## config.mk

```make
export PLATFORM = sky130hd
export DESIGN_NAME = wdt_hb_seq
export DESIGN_NICKNAME = d
export VERILOG_FILES = /design/src/rtl/wdt_pkg.sv /design/src/rtl/wdt_hb_collect.sv /design/src/rtl/wdt_hb_seq.sv
export SDC_FILE = /design/constraint.sdc
export NUM_CORES = 1
export LEC_CHECK = 0
export CAP_MARGIN = 5
export CORE_UTILIZATION = 30
export CTS_BUF_LIST = sky130_fd_sc_hd__clkbuf_8
export CTS_CLUSTER_DIAMETER = 30
export DETAILED_ROUTE_END_ITERATION = 16
export GPL_ROUTABILITY_DRIVEN = 0
export PLACE_DENSITY = 0.86
export SKIP_CTS_REPAIR_TIMING = 1
export SLEW_MARGIN = 40
export SYNTH_ARGS = -nofsm -noshare
export SYNTH_HDL_FRONTEND = slang
export SYNTH_SLANG_ARGS = --single-unit
```

## constraint.sdc

```tcl
create_clock -name i_clk -period 4.3 [get_ports i_clk]
set_clock_uncertainty 0.05 [all_clocks]
set_input_delay 0.645 -clock i_clk [delete_from_list [all_inputs] [get_ports i_clk]]
set_output_delay 0.645 -clock i_clk [all_outputs]
set_load 0.02 [all_outputs]
```

## src/rtl/wdt_pkg.sv

```systemverilog
// Shared watchdog register map, key values and heartbeat-sequencer FSM states.
package wdt_pkg;

    localparam logic [1:0]  WDT_ADDR_CTRL   = 2'b00;
    localparam logic [1:0]  WDT_ADDR_STATUS = 2'b01;
    localparam logic [1:0]  WDT_ADDR_RELOAD = 2'b10;
    localparam logic [1:0]  WDT_ADDR_KEY    = 2'b11;
    localparam logic [15:0] WDT_KEY_KICK    = 16'hA5A5;
    localparam logic [15:0] WDT_KEY_STOP    = 16'hDEAD;

    typedef enum logic [1:0] {
        ST_BOOT_RLD = 2'd0,
        ST_BOOT_CTL = 2'd1,
        ST_IDLE     = 2'd2,
        ST_KICK     = 2'd3
    } wdt_state_t;

endpackage

```

## src/rtl/wdt_hb_collect.sv

```systemverilog
// Sticky per-requester heartbeat record and round-complete detection.
module wdt_hb_collect #(
    parameter int NREQ = 4
) (
    input  logic            clk,
    input  logic            rst,
    input  logic            en,
    input  logic            clr,
    input  logic [NREQ-1:0] hb,
    input  logic [NREQ-1:0] mask,
    output logic [NREQ-1:0] seen,
    output logic            complete
);

    genvar gi;
    generate
        for (gi = 0; gi < NREQ; gi++) begin : g_seen
            // A heartbeat landing in the clear cycle survives into the next round.
            always_ff @(posedge clk) begin
                if (rst) begin
                    seen[gi] <= 1'b0;
                end else if (!mask[gi]) begin
                    seen[gi] <= 1'b0;
                end else if (en) begin
                    seen[gi] <= (seen[gi] & ~clr) | hb[gi];
                end
            end
        end
    endgenerate

    assign complete = (|mask) && (&(seen | ~mask));

endmodule

```

## src/rtl/wdt_hb_seq.sv

```systemverilog
// Watchdog boot configurator and heartbeat-driven kicker sharing the watchdog MMIO port with a CPU.
// Optional status outputs o_seen/o_kick_cnt are enabled by defining WDT_HB_STATUS_EN.
module wdt_hb_seq
    import wdt_pkg::*;
#(
    parameter int          NREQ        = 4,
    parameter logic [15:0] BOOT_RELOAD = 16'h0100,
    parameter logic [2:0]  BOOT_CTRL   = 3'b011
) (
    input  logic            i_clk,
    input  logic            i_rst,
    input  logic            i_sel,
    input  logic            i_we,
    input  logic            i_re,
    input  logic [1:0]      i_addr,
    input  logic [15:0]     i_wdata,
    output logic [15:0]     o_rdata,
    output logic            o_rdy,
    input  logic [NREQ-1:0] i_hb,
    input  logic [NREQ-1:0] i_hb_mask,
    output logic            o_wdt_sel,
    output logic            o_wdt_we,
    output logic            o_wdt_re,
    output logic [1:0]      o_wdt_addr,
    output logic [15:0]     o_wdt_wdata,
    input  logic [15:0]     i_wdt_rdata,
    input  logic            i_wdt_rdy,
    output logic            o_boot_done
`ifdef WDT_HB_STATUS_EN
    ,
    output logic [NREQ-1:0] o_seen,
    output logic [7:0]      o_kick_cnt
`endif
);

    wdt_state_t      state_reg;
    logic [NREQ-1:0] seen;
    logic            complete;
    logic            collect_en;
    logic            kick_clr;

    assign collect_en = (state_reg == ST_IDLE) || (state_reg == ST_KICK);
    assign kick_clr   = (state_reg == ST_KICK);

    wdt_hb_collect #(.NREQ(NREQ)) u_collect (
        .clk      (i_clk),
        .rst      (i_rst),
        .en       (collect_en),
        .clr      (kick_clr),
        .hb       (i_hb),
        .mask     (i_hb_mask),
        .seen     (seen),
        .complete (complete)
    );

    always_ff @(posedge i_clk) begin
        if (i_rst) begin
            state_reg   <= ST_BOOT_RLD;
            o_boot_done <= 1'b0;
        end else begin
            case (state_reg)
                ST_BOOT_RLD: state_reg <= ST_BOOT_CTL;
                ST_BOOT_CTL: begin
                    state_reg   <= ST_IDLE;
                    o_boot_done <= 1'b1;
                end
                ST_IDLE:     if (complete) state_reg <= ST_KICK;
                default:     state_reg <= ST_IDLE;
            endcase
        end
    end

    // Controller cycles own the port and stall the CPU; IDLE is a pure pass-through.
    always_comb begin
        o_wdt_sel   = 1'b0;
        o_wdt_we    = 1'b0;
        o_wdt_re    = 1'b0;
        o_wdt_addr  = 2'b00;
        o_wdt_wdata = 16'h0000;
        o_rdata     = 16'h0000;
        o_rdy       = 1'b0;
        if (!i_rst) begin
            case (state_reg)
                ST_BOOT_RLD: begin
                    o_wdt_sel   = 1'b1;
                    o_wdt_we    = 1'b1;
                    o_wdt_addr  = WDT_ADDR_RELOAD;
                    o_wdt_wdata = BOOT_RELOAD;
                end
                ST_BOOT_CTL: begin
                    o_wdt_sel   = 1'b1;
                    o_wdt_we    = 1'b1;
                    o_wdt_addr  = WDT_ADDR_CTRL;
                    o_wdt_wdata = {13'b0, BOOT_CTRL};
                end
                ST_KICK: begin
                    o_wdt_sel   = 1'b1;
                    o_wdt_we    = 1'b1;
                    o_wdt_addr  = WDT_ADDR_KEY;
                    o_wdt_wdata = WDT_KEY_KICK;
                end
                default: begin
                    o_wdt_sel   = i_sel;
                    o_wdt_we    = i_sel & i_we;
                    o_wdt_re    = i_sel & i_re;
                    o_wdt_addr  = i_sel ? i_addr : 2'b00;
                    o_wdt_wdata = i_sel ? i_wdata : 16'h0000;
                    o_rdata     = i_wdt_rdata;
                    o_rdy       = i_wdt_rdy;
                end
            endcase
        end
    end

`ifdef WDT_HB_STATUS_EN
    assign o_seen = seen;

    always_ff @(posedge i_clk) begin
        if (i_rst) begin
            o_kick_cnt <= 8'h00;
        end else if (state_reg == ST_KICK && o_kick_cnt != 8'hFF) begin
            o_kick_cnt <= o_kick_cnt + 8'h01;
        end
    end
`endif

endmodule

```

==> results.ini <==
[power]
power.leakage_nw=0.693
peakVddDrop_mv=0.343
powerDensity_nw_per_um2=376

[finish]
largest_reg_flops=4
final_common_cell=clkdlybuf4s50_1
layout_common_cells=clkdlybuf4s50_1, and2_1, a21oi_1
drive_gt1_frac=0.0459
finish.utilization=0.729
antenna-diode-count=0
postLayoutCellArea_um2=1680
nNetsFinal=251
syn_to_final_growth_pct=122

[synthesis]
synth-adder-area-share=0.0997
synth_cell_types=23
synth_ff_type=dfxtp_1
syn_nets=164
synth_compound_area_frac=0.153
syn_area_per_cell_um2=6.85
yosysTopAreaCell=and2_1
yosys-top-cells-area=and2_1, dfxtp_1, a21oi_1
synth-simple-area-share=0.449
synthesis.area_um2=753
synth_xor_area_frac=0
synthArstFlopShare=0
synth_top_family_by_area=simple AND/OR/NAND/NOR gates
synth_seq_cells=7
synth_mux_area_frac=0.0332
yosys.area.top_type_share=0.216
synth_edf_count=0
synthesis.instances=110
yosysSeqAreaShare=0.186
yosys_warnings=0

[timing]
max_freq_mhz=307
fin_crit_ns=3.26
max_slew_margin=0.716
whs_ns=0.436
fin_setup_tns_ns=0
rsz0062_at_grt=false
worst_pin_slew_ns=0.426
report.final.slew_viol_count=0
final_hold_viol_count=0
finalCritPeriodShare=0.759
setup_violations=0

[worst_setup_path]
path_max_fanout=17
critical_path_class=in2out
reg2reg_setup_slack_ns=2.62
crit_arrival_ns=2.57
r2r_end=u_collect.seen[0]
worstReg2RegStart=state_reg[0]
startpoint_type=input pin
cp-end-kind=primary output
required_ns=3.61
reg2reg_depth=5

[die]
die_h_um=52.1
ioPinCount=87
die_w_um=52.1
core-area_um2=2300
rows=17
die_area_um2=2710
floorplan.initialDensity=0.328

[detailed_routing]
ant_nets=0
vias=1018
post_drt_wl_per_cell_um=12.3
routed_via_density=4.54
routed_wl_mm=2.75
drc=0
detail_route.first_pass.iterations=4
drtIter0Drc=20

[cts]
insertion_delay_ns=0.23
cts_root_buffer=clkbuf_8
cts.clk_slew.worst_paths_ns=0.04
h-tree-depth=1
clock_path_buffers=2
cts_tree=built
clock-sinks=7
numCtsBuffers=3

[global_routing]
grt_pass1_vias=883
grt_max_degree=18
grt_usage=0.195
grt_pass1_wl_mm=3.91
grt_antenna_before_repair=0
grt_overflow=0

[place]
io_buffers=86
placed_area_um2=1630
place_hpwl_mm=2.24

[run_status]
outcome=finished, final reports clean

[min_path]
hold_path.class=reg2reg
holdPathStages=2
hold_end=o_boot_done
min_from=o_boot_done

[flow_run]
maxCapViolations=0

[routing by layer]
metal | global-route usage | vias to the layer above | wire [um]
met4 | 0.122 | 0 | 72
met1 | 0.206 | 439 | 1070
li1 | - | 521 | -
met5 | 0 | - | 0
met2 | 0.329 | 47 | 1340
met3 | 0.0673 | 11 | 264
[how the worst max path moves through the flow]
stage,start,to,slack [ns],cells after the start
after global placement,i_rst,o_rdata[13],1.07,5
after detailed placement,i_rst,o_rdata[0],1.02,5
after global routing,i_rst,o_rdata[0],0.93,5
after CTS,i_rst,o_rdata[0],1.02,5
after floorplan,state_reg[0],o_wdt_addr[0],2.18,5
final,i_rst,o_rdata[12],1.04,5
[cell families (layout without fill, tap and decap cells)]
logic type	after synthesis	after routing
buf+inv	14	100
fa+ha+maj	6	6
mux	2	2
compound gates	19	19
simple gates	62	62
flops	7	7
[cell type report]
cell class | instances | area [um2]
fillers | 184 | 622
multi-input cells | 89 | 553
clock inverters | 1 | 3.75
inverters | 9 | 33.8
well taps | 28 | 35.0
repair buffers | 87 | 868
flip-flops and latches | 7 | 140
clock buffers | 3 | 41.3
[through the flow]
| stage | setup WS, ns | power (mW) | cells |
|---|---|---|---|
| floorplan | 2.18 | 0.349 | 110 |
| global placement | 1.07 | 0.524 | 220 |
| detailed placement | 1.02 | 0.536 | 220 |
| CTS | 1.02 | 0.633 | 224 |
| global route | 0.926 | 0.672 | 224 |
| finish | 1.04 | 0.630 | 224 |
[synth_stat cells (3+ instances only)]
| cell type | count |
|---|---|
| and2_1 | 26 |
| a21oi_1 | 15 |
| nor2_1 | 12 |
| inv_1 | 9 |
| nand2_1 | 8 |
| dfxtp_1 | 7 |
| ha_1 | 6 |
| nand2b_1 | 4 |
| nor2b_1 | 4 |
| nor3_1 | 4 |
| buf_2 | 3 |
[where the power goes]
part | internal [mW] | total [mW] | switching, mW | leakage [nW]
logic | 0.220 | 0.439 | 0.218 | 0.608
registers | 0.0823 | 0.0959 | 0.0136 | 0.0573
clock network | 0.0621 | 0.0950 | 0.0329 | 0.0269
total | 0.365 | 0.630 | 0.265 | 0.693
[critical path, cell delays in order]
cell,delay [ns]
clkdlybuf4s50_1,0.49
buf_4,0.23
and2b_1,0.41
and2_1,0.18
clkdlybuf4s50_1,0.61
(Power assumes the default switching activity.)
